File: src/rtl/tc_pkg.sv
// rtl/tc_pkg.sv - shared encodings for the serial two's-complement engine
package tc_pkg;

    localparam logic [1:0] MODE_PASS = 2'b00;
    localparam logic [1:0] MODE_NEG  = 2'b01;
    localparam logic [1:0] MODE_ABS  = 2'b10;

    typedef enum logic [1:0] {IDLE, RUN, DRAIN} state_t;

    function automatic logic mode_is_neg(input logic [1:0] m);
        return m == MODE_NEG;
    endfunction

    // Code 11 falls through to pass because it is neither NEG nor ABS.
    function automatic logic mode_is_abs(input logic [1:0] m);
        return m == MODE_ABS;
    endfunction

endpackage

File: src/rtl/serial_neg_lane.sv
// rtl/serial_neg_lane.sv - one serial lane: negate rule, abs capture buffer, ovf flag
module serial_neg_lane
    import tc_pkg::*;
#(
    parameter int W  = 8,
    parameter int CW = 3
) (
    input  logic          clk,
    input  logic          r,
    input  logic          load,
    input  logic          emit,
    input  logic          shift,
    input  logic          drain,
    input  logic          neg_mode,
    input  logic          last,
    input  logic [CW-1:0] idx,
    input  logic          bit_in,
    output logic          y,
    output logic          ovf
);

    logic [W-1:0] abs_buf;
    logic         seen_one;
    logic         src;
    logic         seen_eff;
    logic         do_neg;

    // During drain the captured word's MSB decides whether this lane negates.
    always_comb begin
        src      = drain ? abs_buf[idx] : bit_in;
        seen_eff = load ? 1'b0 : seen_one;
        do_neg   = drain ? abs_buf[W-1] : neg_mode;
    end

    always_ff @(posedge clk) begin
        if (r) begin
            y        <= 1'b0;
            ovf      <= 1'b0;
            seen_one <= 1'b0;
            abs_buf  <= '0;
        end else begin
            y <= emit & (src ^ (do_neg & seen_eff));
            if (emit)
                seen_one <= seen_eff | src;
            else if (load)
                seen_one <= 1'b0;
            if (shift)
                abs_buf <= {bit_in, abs_buf[W-1:1]};
            // Only the most negative value has MSB=1 with no earlier one.
            if (load)
                ovf <= 1'b0;
            else if (emit && last)
                ovf <= do_neg & src & ~seen_eff;
        end
    end

endmodule

File: src/rtl/serial_twos_comp_n.sv
// rtl/serial_twos_comp_n.sv - multi-lane bit-serial pass/negate/abs engine with shared frame control
module serial_twos_comp_n
    import tc_pkg::*;
#(
    parameter int W  = 8,
    parameter int CH = 2
) (
    input  logic          t_clk,
    input  logic          r,
    input  logic          start,
    input  logic [1:0]    mode,
    input  logic [CH-1:0] i,
    output logic [CH-1:0] y,
    output logic          valid,
    output logic          done,
    output logic          busy,
    output logic [CH-1:0] ovf
);

    localparam int            CW       = (W > 1) ? $clog2(W) : 1;
    localparam logic [CW-1:0] LAST_IDX = CW'(W - 1);

    state_t        state;
    state_t        state_n;
    logic [CW-1:0] count;
    logic [CW-1:0] count_n;
    logic [1:0]    mode_q;
    logic [1:0]    mode_eff;
    logic          load;
    logic          emit;
    logic          shift;
    logic          drain;
    logic          last;
    logic          neg_mode;

    always_comb begin
        state_n  = state;
        count_n  = count;
        mode_eff = mode_q;
        load     = 1'b0;
        emit     = 1'b0;
        shift    = 1'b0;
        drain    = 1'b0;
        last     = 1'b0;
        case (state)
            IDLE: begin
                if (start) begin
                    load     = 1'b1;
                    mode_eff = mode;
                    emit     = !mode_is_abs(mode);
                    shift    = mode_is_abs(mode);
                    state_n  = RUN;
                    count_n  = CW'(1);
                end
            end
            RUN: begin
                emit  = !mode_is_abs(mode_q);
                shift = mode_is_abs(mode_q);
                last  = (count == LAST_IDX);
                if (last) begin
                    state_n = mode_is_abs(mode_q) ? DRAIN : IDLE;
                    count_n = '0;
                end else begin
                    count_n = count + CW'(1);
                end
            end
            DRAIN: begin
                emit  = 1'b1;
                drain = 1'b1;
                last  = (count == LAST_IDX);
                if (last) begin
                    state_n = IDLE;
                    count_n = '0;
                end else begin
                    count_n = count + CW'(1);
                end
            end
            default: state_n = IDLE;
        endcase
        neg_mode = mode_is_neg(mode_eff);
    end

    always_ff @(posedge t_clk) begin
        if (r) begin
            state  <= IDLE;
            count  <= '0;
            mode_q <= MODE_PASS;
            valid  <= 1'b0;
            done   <= 1'b0;
        end else begin
            state <= state_n;
            count <= count_n;
            if (load)
                mode_q <= mode;
            valid <= emit;
            done  <= emit & last;
        end
    end

    assign busy = (state != IDLE);

    for (genvar g = 0; g < CH; g++) begin : g_lane
        serial_neg_lane #(.W(W), .CW(CW)) u_lane (
            .clk     (t_clk),
            .r       (r),
            .load    (load),
            .emit    (emit),
            .shift   (shift),
            .drain   (drain),
            .neg_mode(neg_mode),
            .last    (last),
            .idx     (count),
            .bit_in  (i[g]),
            .y       (y[g]),
            .ovf     (ovf[g])
        );
    end

endmodule

File: config.mk
export PLATFORM = sky130hd
export DESIGN_NAME = serial_twos_comp_n
export DESIGN_NICKNAME = d
export VERILOG_FILES = /design/src/rtl/tc_pkg.sv /design/src/rtl/serial_neg_lane.sv /design/src/rtl/serial_twos_comp_n.sv
export SDC_FILE = /design/constraint.sdc
export NUM_CORES = 1
export LEC_CHECK = 0
export ABC_AREA = 1
export ABC_CLOCK_PERIOD_IN_PS = 1960
export BUFFER_PORTS_ARGS = -buffer_cell sky130_fd_sc_hd__clkbuf_2
export CORE_UTILIZATION = 58
export CTS_CLUSTER_SIZE = 30
export DETAILED_ROUTE_END_ITERATION = 12
export PLACE_DENSITY = 0.78
export SETUP_SLACK_MARGIN = 0.1
export SLEW_MARGIN = 20
export SYNTH_ARGS = -nofsm -noshare
export SYNTH_HDL_FRONTEND = slang
export SYNTH_HIERARCHICAL = 1
export SYNTH_SLANG_ARGS = --single-unit
File: constraint.sdc
create_clock -name t_clk -period 1.96 [get_ports t_clk]
set_input_delay 0.294 -clock t_clk [delete_from_list [all_inputs] [get_ports t_clk]]
set_output_delay 0.294 -clock t_clk [all_outputs]
set_load 0.1 [all_outputs]
==> impl_results.md <==
* Drt first pass iters at 4
* Gr usage total at 0.236
* Maxcap violations at 0
* Bufs and invs on worst path at 1
* Int Power at 0.00134 W
* Clock Latency Late Sink at between 0.3 and 0.4 ns
* Power share of the combinational group at 0.548
* CTS H-tree lvls at 2
* Core area at 2540 sq um
* Die Area at 2980 sq um
* Vias per std cell at 5.20
* N_diodes at 0
* Critical Path End Type: flip-flop
* Critical path's top delay family: simple AND/OR/NAND/NOR gates
* Syn Std Cell Area at 1600 sq um
* Fraction of layout cells with a size suffix above 1 at 0.216
* HPWL Detailed at 2220 um
* Post-layout min period at 1.80 ns
* Post-route ant nets at 0
* CTS Buf Count at 5
* Synthesized area per cell at 7.04 sq um
* Max VDD drop at 1320 uV
* Worst path slowest cell: dfxtp_2
* Pwr/cell area at 1470 nW/um^2
* Clock sinks at 31
* Sw Share at 0.495
* Slew of the pin with the lowest slew margin at around 0.54 ns
* Peak Freq at 0.556 GHz
* Hold_buf cts at 0
* Warnings from Yosys at 6
* Crit-path max FO at 5
* First-pass GRT wire length at between 4000 and 5000 um
* I/O Pins at 14
* CTS tree: yes
* Placer Congestion at 0.804
* Fin crit share at 0.917
* Max_slew headroom at 0.639
* Wirelength, routed at 3170 um
* Area grow syn2layout at 12.4%
* Net Sw Power at approximately 0.0013 W
* Yosys top cell area share at 0.387
* Initial cell density of the core at 0.630
* Clk pwr share at 0.131
* Cells after synthesis at 228
* Final slew viol count at 0
* Crit Path Category: flip-flop to flip-flop
* Die height at 54.6 um
* HP Class: input pin to flip-flop
* Crit-path cells: inv_1 > ha_2 > nand2_4 > nand2_1 > o21ai_0 > nor2_2 > o21ai_1 > or2_2 > a21oi_1 > nor2_1
* Vias at ~1500
* Remaining DRCs at 0
* Grt ovf at 0
* Post-synth cell types at 16
* RSZ-0062 raised after global routing: false
* WL/cell at 11.3 um
* Hold Fails Final Rpt at 0
* Max Clock Skew at 0.0167 ns
* CP required at ~2.2 ns
* Cell Rows at 18
* Cell taking the most area after synthesis: dfxtp_1
* Filler instances at 225
* Die X at 54.6 um
* Clock Tree Buf Depth at 2
* CP Launch Type: flip-flop
* Static leakage at 0.856 nW
* Worst Path Arrival at about 2.0 ns
* DR iter-0 viols at 43
* Synth top area cells: dfxtp_1 39%, inv_1 10%, nand2_1 10%
* Clk root buf: clkbuf_4
* Net Count, Synth at 242
* Vias in the first global route at 1175
* Minimum hold slack at 0.226 ns
* Max incr delay on CP at 0.34 ns
* Status: complete, no violations
* Most frequent cells in the layout: 44 x inv_1, 44 x nand2_1, 29 x dfxtp_1, 24 x o21ai_0, 23 x a21oi_1
* Largest net degree at the start of global routing at 27
* Setup tns final at 0 ns
* Antenna violations before repair at 0
* Seq/Total Area, Yosys at 0.387
* Sequential power share at 0.321
* Post-layout nets at roughly 260
* Final Setup Violations at 0
* Reg clk slew, reported paths at ~0.10 ns
* Post-synthesis register bit count at 31
* PortBufs at 13
## registers in the layout, summed over array words and instances (netlist names), 2 cells and up
| name | flops |
|---|---|
| g_lane.u_lane/abs_buf | 16 |
| count | 3 |
| g_lane.u_lane/ovf | 2 |
| g_lane.u_lane/seen_one | 2 |
| g_lane.u_lane/y | 2 |
| mode_q | 2 |
| state | 2 |
## cells in the mapped netlist
| cell type | instances |
|---|---|
| dfxtp_1 | 31 |
| o21bai_1 | 1 |
| nand3_2 | 10 |
| a21oi_2 | 2 |
| nand2_2 | 7 |
| buf_2 | 2 |
| ha_1 | 7 |
| or2_2 | 2 |
| nor2_2 | 2 |
| inv_1 | 44 |
| nand3_1 | 10 |
| nor2_1 | 11 |
| inv_2 | 4 |
| nand2_1 | 44 |
| o21ai_0 | 27 |
| a21oi_1 | 24 |
## path summary, 6_finish.rpt
| kind | endpoint | depth (start not counted) | start | slack [ns] |
|---|---|---|---|---|
| max | g_lane[1].u_lane/y$_SDFF_PP0_ | 10 | state[1]$_SDFFE_PP0P_ | 0.16 |
| min | mode_q[1]$_SDFFE_PP0P_ | 3 | mode[1] | 0.23 |
| max reg2reg | g_lane[1].u_lane/y$_SDFF_PP0_ | 10 | state[1]$_SDFFE_PP0P_ | 0.16 |
| min reg2reg | g_lane[1].u_lane/abs_buf[0]$_SDFFE_PP0P_ | 2 | g_lane[1].u_lane/abs_buf[1]$_SDFFE_PP0P_ | 0.47 |
## power by group through the flow
| stage | registers, W | logic (W) | clock network [W] |
|---|---|---|---|
| after floorplan | 0.00104 | 0.000917 | 0 |
| after global placement | 0.000858 | 0.00135 | 0 |
| after detailed placement | 0.000862 | 0.00137 | 0 |
| after CTS | 0.000848 | 0.00137 | 0.000359 |
| after global routing | 0.000871 | 0.00159 | 0.000388 |
| final | 0.000852 | 0.00145 | 0.000347 |
## layer usage
layer  up-vias  share of wire  GRT usage
met5         -              0          0
met4         0         0.0091     0.0897
met3         4          0.046     0.0833
met2        33           0.45      0.351
met1       656           0.50      0.308
li1        762              -          -
## area by class of cell
class / count / area (sq um) / share of cell area
clock buffer: 7 / 45.0 / 0.0250
multi-input combinational: 147 / 810 / 0.449
clock inverter: 1 / 5.00 / 0.00278
inverter: 48 / 183 / 0.101
sequential: 31 / 623 / 0.346
timing repair buffer: 16 / 100 / 0.0555
tap: 30 / 37.5 / 0.0208
## metrics by stage
step / total power (W) / setup WS, ns / util / area [sq um] / std cells
3_3_place_gp: 0.00221 / 0.171 / 0.677 / 1720 / 271
3_5_place_dp: 0.00223 / 0.139 / 0.677 / 1720 / 271
2_1_floorplan: 0.00196 / 0.295 / - / 1600 / 228
6_report: 0.00265 / 0.163 / 0.708 / 1800 / 280
5_1_grt: 0.00285 / 0.0615 / 0.708 / 1800 / 280
4_1_cts: 0.00258 / 0.103 / 0.697 / 1770 / 279
## logic make-up after synthesis
logic type,share of synthesized area
compound gates,0.175
fa+ha+maj,0.0546
buf+inv,0.119
flops,0.387
simple gates,0.265
## timing repair
action | in CTS | in global routing
gates resized for setup | 0 | 10
setup buffers | 0 | 1
endpoints found under the setup margin | 0 | 3
## worst reg2reg max path, delay by kind of cell, from the launching register on
family | cells | cell delay [ns]
AND/OR/NAND/NOR | 5 | 0.68
AO/OA/AOI/OAI | 3 | 0.37
adder cells (fa/ha/maj) | 1 | 0.23
buffers and inverters | 1 | 0.09
flip-flops | 1 | 0.34
Note: power is estimated with default switching activity, not from simulation.
